==> src/rtl/time_of_day_counter_if.sv <==
// Time-of-day counter bus: set/tick controls in, packed-BCD time out.
// PM exists only when CLOCK_12H_EN is defined.
interface time_of_day_counter_if;
  logic       TICK_1HZ;
  logic       SET_H;
  logic       SET_M;
  logic       CLR_S;
  logic [7:0] TIME_H;
  logic [7:0] TIME_M;
  logic [7:0] TIME_S;
  logic       CARRY_H;
`ifdef CLOCK_12H_EN
  logic       PM;
`endif

  modport master (
    output TICK_1HZ,
    output SET_H,
    output SET_M,
    output CLR_S,
`ifdef CLOCK_12H_EN
    input  PM,
`endif
    input  TIME_H,
    input  TIME_M,
    input  TIME_S,
    input  CARRY_H
  );

  modport slave (
    input  TICK_1HZ,
    input  SET_H,
    input  SET_M,
    input  CLR_S,
`ifdef CLOCK_12H_EN
    output PM,
`endif
    output TIME_H,
    output TIME_M,
    output TIME_S,
    output CARRY_H
  );
endinterface

==> src/rtl/time_of_day_counter.sv <==
// Packed-BCD hh:mm:ss counter with push-button setting.
// Define CLOCK_12H_EN for 12-hour counting with a PM flag.
module time_of_day_counter #(
  parameter logic [7:0] INIT_H = 8'h00,
  parameter logic [7:0] INIT_M = 8'h00,
  parameter logic [7:0] INIT_S = 8'h00
) (
  input logic                 CP,
  input logic                 RST,
  time_of_day_counter_if.slave tod
);

`ifdef CLOCK_12H_EN
  localparam logic [7:0] H_TOP  = 8'h12;
  localparam logic [7:0] H_WRAP = 8'h01;
`else
  localparam logic [7:0] H_TOP  = 8'h23;
  localparam logic [7:0] H_WRAP = 8'h00;
`endif

  // Digit-wise increment: units 9 rolls to 0 and bumps tens.
  function automatic logic [7:0] bcd_inc(input logic [7:0] v);
    logic [3:0] t;
    logic [3:0] u;
    t = v[7:4];
    u = v[3:0];
    if (u == 4'd9) begin
      u = 4'd0;
      t = t + 4'd1;
    end else begin
      u = u + 4'd1;
    end
    return {t, u};
  endfunction

  logic [7:0] h_q, m_q, s_q;
  logic [7:0] h_nxt, m_nxt, s_nxt;
  logic       carry_q, carry_nxt;
  logic       c_s, c_m;
`ifdef CLOCK_12H_EN
  logic       pm_q, pm_nxt;
`endif

  // Next-state: cascaded carries plus set buttons, one increment per field.
  always_comb begin
    c_s   = tod.TICK_1HZ & ~tod.CLR_S & (s_q == 8'h59);
    c_m   = c_s & (m_q == 8'h59);
    s_nxt = s_q;
    m_nxt = m_q;
    h_nxt = h_q;
    if (tod.CLR_S)
      s_nxt = 8'h00;
    else if (tod.TICK_1HZ)
      s_nxt = (s_q == 8'h59) ? 8'h00 : bcd_inc(s_q);
    if (c_s | tod.SET_M)
      m_nxt = (m_q == 8'h59) ? 8'h00 : bcd_inc(m_q);
    if (c_m | tod.SET_H)
      h_nxt = (h_q == H_TOP) ? H_WRAP : bcd_inc(h_q);
`ifdef CLOCK_12H_EN
    pm_nxt    = pm_q ^ (c_m & (h_q == 8'h11));
    carry_nxt = c_m & (h_q == 8'h11) & pm_q;
`else
    carry_nxt = c_m & (h_q == 8'h23);
`endif
  end

  // Time registers; reset wins over every other input.
  always_ff @(posedge CP) begin
    if (RST) begin
      h_q     <= INIT_H;
      m_q     <= INIT_M;
      s_q     <= INIT_S;
      carry_q <= 1'b0;
`ifdef CLOCK_12H_EN
      pm_q    <= 1'b0;
`endif
    end else begin
      h_q     <= h_nxt;
      m_q     <= m_nxt;
      s_q     <= s_nxt;
      carry_q <= carry_nxt;
`ifdef CLOCK_12H_EN
      pm_q    <= pm_nxt;
`endif
    end
  end

  assign tod.TIME_H  = h_q;
  assign tod.TIME_M  = m_q;
  assign tod.TIME_S  = s_q;
  assign tod.CARRY_H = carry_q;
`ifdef CLOCK_12H_EN
  assign tod.PM      = pm_q;
`endif

endmodule

==> src/flat_wrapper.sv <==
// flat-port wrapper written by rule: the top's interface ports become plain ports
module time_of_day_counter_flat 
#(
  parameter logic [7:0] INIT_H = 8'h00,
  parameter logic [7:0] INIT_M = 8'h00,
  parameter logic [7:0] INIT_S = 8'h00
)
  (CP, RST, tod_TICK_1HZ, tod_SET_H, tod_SET_M, tod_CLR_S, tod_TIME_H, tod_TIME_M, tod_TIME_S, tod_CARRY_H);
  time_of_day_counter_if tod_i ();
  input logic CP;
  input logic RST;
  input wire logic [$bits(tod_i.TICK_1HZ)-1:0] tod_TICK_1HZ;
  input wire logic [$bits(tod_i.SET_H)-1:0] tod_SET_H;
  input wire logic [$bits(tod_i.SET_M)-1:0] tod_SET_M;
  input wire logic [$bits(tod_i.CLR_S)-1:0] tod_CLR_S;
  output wire logic [$bits(tod_i.TIME_H)-1:0] tod_TIME_H;
  output wire logic [$bits(tod_i.TIME_M)-1:0] tod_TIME_M;
  output wire logic [$bits(tod_i.TIME_S)-1:0] tod_TIME_S;
  output wire logic [$bits(tod_i.CARRY_H)-1:0] tod_CARRY_H;
  assign tod_i.TICK_1HZ = tod_TICK_1HZ;
  assign tod_i.SET_H = tod_SET_H;
  assign tod_i.SET_M = tod_SET_M;
  assign tod_i.CLR_S = tod_CLR_S;
  assign tod_TIME_H = tod_i.TIME_H;
  assign tod_TIME_M = tod_i.TIME_M;
  assign tod_TIME_S = tod_i.TIME_S;
  assign tod_CARRY_H = tod_i.CARRY_H;
  time_of_day_counter #(.INIT_H(INIT_H), .INIT_M(INIT_M), .INIT_S(INIT_S)) u_core (.CP(CP), .RST(RST), .tod(tod_i));
endmodule
==> config.mk <==
export PLATFORM = sky130hd
export DESIGN_NAME = time_of_day_counter_flat
export DESIGN_NICKNAME = d
export VERILOG_FILES = /design/src/rtl/time_of_day_counter_if.sv /design/src/rtl/time_of_day_counter.sv /design/src/flat_wrapper.sv
export SDC_FILE = /design/constraint.sdc
export NUM_CORES = 1
export LEC_CHECK = 0
export CORE_MARGIN = 10
export CORE_UTILIZATION = 40
export CTS_BUF_LIST = sky130_fd_sc_hd__clkbuf_16
export DETAILED_ROUTE_END_ITERATION = 7
export GPL_ROUTABILITY_DRIVEN = 0
export PLACE_DENSITY = 0.69
export SLEW_MARGIN = 30
export SYNTH_ARGS = -nofsm -noshare
export SYNTH_HDL_FRONTEND = slang
export SYNTH_SLANG_ARGS = --single-unit
==> constraint.sdc <==
create_clock -name CP -period 1.7 [get_ports CP]
set_clock_uncertainty 0.1 [all_clocks]
set_input_delay 0.17 -clock CP [delete_from_list [all_inputs] [get_ports CP]]
set_output_delay 0.17 -clock CP [all_outputs]
set_load 0.005 [all_outputs]
Yosys cells after proc, flatten, opt, wreduce, memory -nomap -nowiden

Cells that the tools add are included.

Register bits: 25
Word-level logic and storage cells: 42

$add $sub $neg: 6
Eq/ne operators: 6
Mux-type cells: 9
Bitwise gates (word level): 7
Reductions and logical operators: 7

Operator list:

| operator            | count |
|---|---|
| $add 4x1->4 const B | 6 |
| $mux 4              | 6 |
| $mux 8              | 3 |
| $eq 8x7->1 const B  | 2 |
| $eq 4x4->1 const B  | 3 |
| $eq 8x6->1 const B  | 1 |
| $reduce_and 2->1    | 3 |
| $reduce_bool 2->1   | 3 |
| $and 1x1->1         | 4 |
| $or 1x1->1          | 2 |
| $reduce_or 2->1     | 1 |
| $not 1->1           | 1 |

Longest topological paths before layout

Depth in word-level cells: 6
Depth in mapped cells: 8

Least setup slack after synthesis

Ideal clock, no wire load.

Kind: register to register
Start point: reg u_core.s_q[0], in the netlist u_core.tod.TIME_S[0]
End point: reg u_core.m_q[4], in the netlist u_core.tod.TIME_M[4]
Data arrival time: 1674 ps
Data required time: 1530 ps
Path slack: -145 ps
Cell stages (with the launch flop): 8
Path buffers: 2
Path through: dfxtp_1 ha_1 and4b_1 buf_6 a21oi_2 buf_6 or4_1 a21oi_1

Longest elaborated chain between the ends: 4

RTL lines:

| element                           | RTL line                  | RTL |
|---|---|---|
| start, declared                   | time_of_day_counter.sv:36 | `logic [7:0] h_q, m_q, s_q;` |
| start signal, assigned            | time_of_day_counter.sv:80 | `s_q <= s_nxt;` |
| $eq 8x7->1                        | time_of_day_counter.sv:46 | `c_s = tod.TICK_1HZ & ~tod.CLR_S & (s_q == 8'h59);` |
| $and 1x1->1                       | time_of_day_counter.sv:46 |  |
| $or 1x1->1                        | time_of_day_counter.sv:55 | `if (c_s \| tod.SET_M)` |
| $reduce_and 2->1 (no source line) | n/a                       |  |
| end signal, assigned              | time_of_day_counter.sv:79 | `m_q <= m_nxt;` |
| end, declared                     | time_of_day_counter.sv:36 |  |

Every way passes these cells.
A chain may end at the register's enable or synchronous reset.

Worst setup path after layout

Start point: reg u_core.s_q[1], in the netlist u_core.tod.TIME_S[1]
End point: reg u_core.h_q[4], in the netlist u_core.tod.TIME_H[4]

Longest elaborated chain between the ends: 5

RTL lines:

| element                           | RTL line                  | RTL |
|---|---|---|
| $eq 8x7->1                        | time_of_day_counter.sv:46 |  |
| $and 1x1->1                       | time_of_day_counter.sv:46 |  |
| $and 1x1->1                       | time_of_day_counter.sv:47 | `c_m = c_s & (m_q == 8'h59);` |
| $or 1x1->1                        | time_of_day_counter.sv:57 | `if (c_m \| tod.SET_H)` |
| $reduce_and 2->1 (no source line) | n/a                       |  |
| end signal, assigned              | time_of_day_counter.sv:78 | `h_q <= h_nxt;` |
| end, declared                     | time_of_day_counter.sv:36 |  |

Every way passes these cells.

==> run metrics <==
status=finished, violations left; failing checks=negative setup slack; critical path endpoint=u_core.tod.TIME_H[4]; Detailed Routing Iterations Pass 1=4; Most Used Layer, Global Route=met2; final max-slew violation count=0; Final ANT Viol Nets=0; CP max FO=5; unrepaired setup endpoints after global routing=true; Yosys cell types=38; initial antenna violation count=0; area of the core=~3300 µm²; vias in the first global route=1,392; setup tns final=-384 ps; power after layout=about 1.3 mW; met3 Use GR=0.0421; combinational fraction of design power=0.129; final hold violation count=0; hold slack=423 ps; Final Critical Period=1810 ps; Worst Reg2Reg Path Length in Cells=6; layout cell share with drive strength beyond 1=0.322; Diodes inserted=0; TritonCTS Buffers=3; Die X-Extent=around 80 µm; FF+latch count, synth=25; Slew @ Worst Pin=361 ps; Sw Share=0.224; routed len/inst=15.5 µm; Clock Power Share=0.402; DPL Wire Length=about 2900 µm; arrival time worst endpoint=1900 ps; CTS clk-pin slew, worst paths=70 ps; WL final=4040 µm; # hold bufs at CTS=0; Net Switching=0.290 mW; PnR worst setup slack=-109 ps; DRC=0; Most used DFF post-synth=dfxtp_1; First DRT Iteration DRCs=just over 70; setup violators final=9; Die Y=about 78 µm; VDD IR max=0.000408 V; Yosys top cell area share=0.366; Worst EP required=1790 ps; largest net degree at the start of global routing=14; Root Driver=clkbuf_16; most frequent cells in the layout=buf_4, clkdlybuf4s50_1, dfxtp_1; CP startpoint=u_core.tod.TIME_S[1]; via count=1,393; max capacitance violation total=0; M1 GR Usage=0.131; Initial Util=0.413; Slew headroom=0.757; worst skew pair latency=260 ps; largest cells by area after synthesis=dfxtp_1, ha_1, a21oi_1, o21ai_0, nor2_1; Yosys top cell by area=dfxtp_1; Die Area=6150 µm²; met2 Usage GRT=0.220; layout net count=233; first-pass GRT wire length=6370 µm; most common cell after layout, fill and taps aside=buf_4; IO Pins=31; H-tree levels=1; Leak=0.846 nW; worst setup path category=reg2reg; CTS Sinks=25; Reg power frac=0.469; Synth Area per Inst=~9.2 µm²; Avg Vias per Cell=5.36; Post-synth EDFFs=0; syn_nets=167; Setup crit end kind=register; reg2reg setup slack=-110 ps; final period utilization=1.06; Global Route Usage Sum=0.123; cell count after synthesis=149; Internal Pwr Total=roughly 1.0 mW; P&R area growth vs syn=58.4%; Buffers on Ports=30; Post-synth ARST share=0; Syn Std Cell Area=about 1400 µm²; r2r endpoint=u_core.tod.TIME_H[4]; Worst Hold Class=reg2reg; Startpoint Class=register; post-synthesis sequential area ratio=0.366; # rows=21; Longest Clk Path Bufs=2; Congestion Overflow GR=0; Max Fclk=0.553 GHz; power density over the cells=a little under 600 nW/µm²; R2R Path Start=u_core.tod.TIME_S[1]; CTS tree=done; Yosys Warn Count=0
## cell families after synthesis
logic type / share of synthesized area
xor+xnor: 0.0256
simple gates: 0.248
flops: 0.366
compound gates: 0.175
mux: 0.0220
fa+ha+maj: 0.110
buf+inv: 0.0531
## timing repair
item / CTS / global route
pin swaps: 2 / 10
gates cloned: 1 / 0
setup endpoints to repair: 13 / 16
buffers inserted: 2 / 1
gates resized for setup: 8 / 13
## routing by layer
| metal | wire length (µm) | up-vias |
|---|---|---|
| met5 | 0 | - |
| met2 | 2070 | 28 |
| met1 | 1650 | 678 |
| li1 | - | 681 |
| met3 | 262 | 6 |
| met4 | 55 | 0 |
## power groups by stage
stage,Clock (mW),Sequential (mW),Combinational (mW)
after floorplan,0,0.626,0.0623
after global placement,0,0.618,0.141
after detailed placement,0,0.619,0.150
after CTS,0.525,0.605,0.160
after global routing,0.548,0.607,0.181
final,0.520,0.606,0.167
## cell type report
cell class                      count  area, µm²
Clock buffer                        3       75.1
Timing Repair Buffer               66        578
Sequential cell                    25        513
Clock inverter                      1       3.75
Multi-Input combinational cell    111        907
Fill cell                         273       1150
Inverter                            8       30.0
Tap cell                           46       57.6
## worst max-delay path: stages (launching register included)
cell and delay (ps):
dfxtp_2 330, inv_2 60, ha_4 130, and4b_2 330, a41oi_4 170, or4b_4 560
o21ai_2 70
## worst min path at each step
stage	to	depth (start not counted)	slack [ps]	startpoint
after global routing	u_core.tod.TIME_M[3]	2	460	u_core.tod.TIME_M[3]
after CTS	u_core.tod.TIME_M[7]	2	410	u_core.tod.TIME_M[7]
after detailed placement	u_core.tod.TIME_M[7]	2	400	u_core.tod.TIME_M[7]
after floorplan	u_core.tod.TIME_H[6]	3	280	RST
final	u_core.tod.TIME_M[7]	2	420	u_core.tod.TIME_M[7]
after global placement	u_core.tod.TIME_M[7]	2	390	u_core.tod.TIME_M[7]
## cell usage after synthesis, drive strengths merged, types with 2 or more instances
master	n
inv	8
clkbuf	2
nand4	4
or3	4
buf	4
mux2i	3
nand3	5
nand3b	2
or4	5
xor2	2
a211oi	2
dfxtp	25
nor3	5
a21oi	13
nand2	3
a21o	2
o21ai	12
ha	12
a31oi	3
xnor2	2
nor2	12
or4b	2
and3b	5
## stage by stage
| step | worst slack [ps] | utilization | instance area, µm² | cells |
|---|---|---|---|---|
| finish | -109 | 0.654 | 2160 | 260 |
| global placement | -271 | 0.593 | 1960 | 252 |
| floorplan | -19.9 | - | 1400 | 149 |
| global route | -162 | 0.654 | 2160 | 260 |
| detailed placement | -328 | 0.593 | 1960 | 252 |
| CTS | -88.0 | 0.636 | 2100 | 259 |
## state kept, by name, indices dropped and copies added, names as in the netlist
signal / count
u_core.tod.TIME_M: 8
u_core.tod.TIME_S: 8
u_core.tod.TIME_H: 8
u_core.tod.CARRY_H: 1
Note: power is estimated with default switching activity, not from simulation.
==> RTL edit (same settings) <==
Reset style: asynchronous (`RST`), changed in one clocked block.
--- a/src/rtl/time_of_day_counter.sv
+++ b/src/rtl/time_of_day_counter.sv
@@ -65,7 +65,7 @@
   end
 
   // Time registers; reset wins over every other input.
-  always_ff @(posedge CP) begin
+  always_ff @(posedge CP or posedge RST) begin
     if (RST) begin
       h_q     <= INIT_H;
       m_q     <= INIT_M;
Function: differs if RST is asserted again (counterexample within 4 cycles, from zero or initial values and one cycle with RST high); with RST held inactive, the same outputs for 10 cycles.
==> RTL edit against the original RTL <==
  * The run still ends with negative setup slack left
  * Cell area is 12% higher
  * First-iteration DRC count is 38% lower
  * Synthesized area is 6.8% higher
  * Routed wire length is 12% higher
  * Sequential cell count stayed put
  * Final cell count is 2.3% higher
  * Setup slack worse by 0.23 ns
Power is not compared: it rests on default switching activity, and its combinational part moved more than twofold at a synthesized area within 25%.
==> RTL edit: results (changes against the original RTL) <==
[outcome]
violations = negative setup slack
status = finished with violations

[setup_path]
slowest_delay_ns = 0.48  ; -0.08 ns
reg2reg_to = u_core.tod.TIME_H[6]$_DFFE_PP0P_
startpoint_type = flip-flop
cpLargestDelayFamily = simple AND/OR/NAND/NOR gates
reg2regPathDepth = 5  ; -1
crit_fanout = 2  ; -3
r2r-start = u_core.tod.TIME_H[1]$_DFFE_PP0P_
arrival_ns = 2.09  ; +0.19 ns

[drt]
wl_per_cell_um = 17.03  ; +9.7%
met2_length_um = 2358  ; +14%
drt-met1-wl_um = 1878  ; +14%
drtIter0Drc = 45  ; -38%
num_vias = 1439  ; +3.3%

[cts]
cts_resized = 26  ; +18
htreeDepth = 1  ; unchanged
postCtsSetupRepairBufs = 4  ; +2

[synthesis]
syn-num-nets = 163  ; -2.4%
muxShareOfSynthArea = 0.03002  ; +0.008039
synth-xor-area-share = 0.006003  ; -0.01964
synthAdderAreaFrac = 0.1029  ; -0.006974
synth_compound_area_frac = 0.1801  ; +0.005194
ys_seq_area_frac = 0.4288  ; +0.06252
synth_commonest_cells = dfrtp_1, o21ai_0, ha_1
synth_async_sr_flop_share = 1.000  ; +1.000
yosys-top-cells-area = dfrtp_1, ha_1, o21ai_0

[sta]
setup_viol = 16  ; +7
setup_ws_ns = -0.3384  ; -0.2298 ns
hold_slack_ns = 0.1601  ; -0.2630 ns
tightest_slew_ns = 0.3274  ; -0.03400 ns

[global_route]
grt_use_met3 = 0.02561  ; -0.01653
grt_use_total = 0.1392  ; +0.01638
grt_pass1_vias = 1482  ; +6.5%
grt_max_degree = 26  ; +12
grtUsageMet2 = 0.2476  ; +0.02804
grt_pass1_wl_um = 7210  ; +13%
met1_usage = 0.1538  ; +0.02296

[place]
dp_hpwl_um = 3077  ; +7.6%
numPortBuffers = 30  ; unchanged

[finish]
drive_gt1_frac = 0.3909  ; +0.06848
nFillCells = 243  ; -11%

[worst_hold_path]
hp-class = in2async

## RTL edit: changes by cell type in the layout (fill, tap and decap cells not counted), sizes merged, moves of 4 or more
cell / unedited run / this run
buf: 36 / 45
dfrtp: 0 / 25
nand2: 3 / 9
or4: 5 / 1
dfxtp: 25 / 0
o41ai: 0 / 5
nor2: 12 / 7
## RTL edit: stage by stage
stage	instance area (µm²)	utilization	instances	TNS, ns
2_1_floorplan	1475	-	145	-0.6481
3_3_place_gp	2103	0.6111	256	-0.9264
3_5_place_dp	2103	0.6111	256	-1.684
4_1_cts	2322	0.6747	264	-1.405
5_1_grt	2419	0.7027	266	-3.508
6_report	2419	0.7027	266	-2.282
## RTL edit: area by class of cell
type                            count  share of cell area
Timing Repair Buffer               75              0.2763
Clock buffer                        3             0.03104
Sequential cell                    25              0.2587
Tap cell                           46             0.02380
Multi-Input combinational cell    107              0.3932
Inverter                            9             0.01397
Clock inverter                      1            0.003104
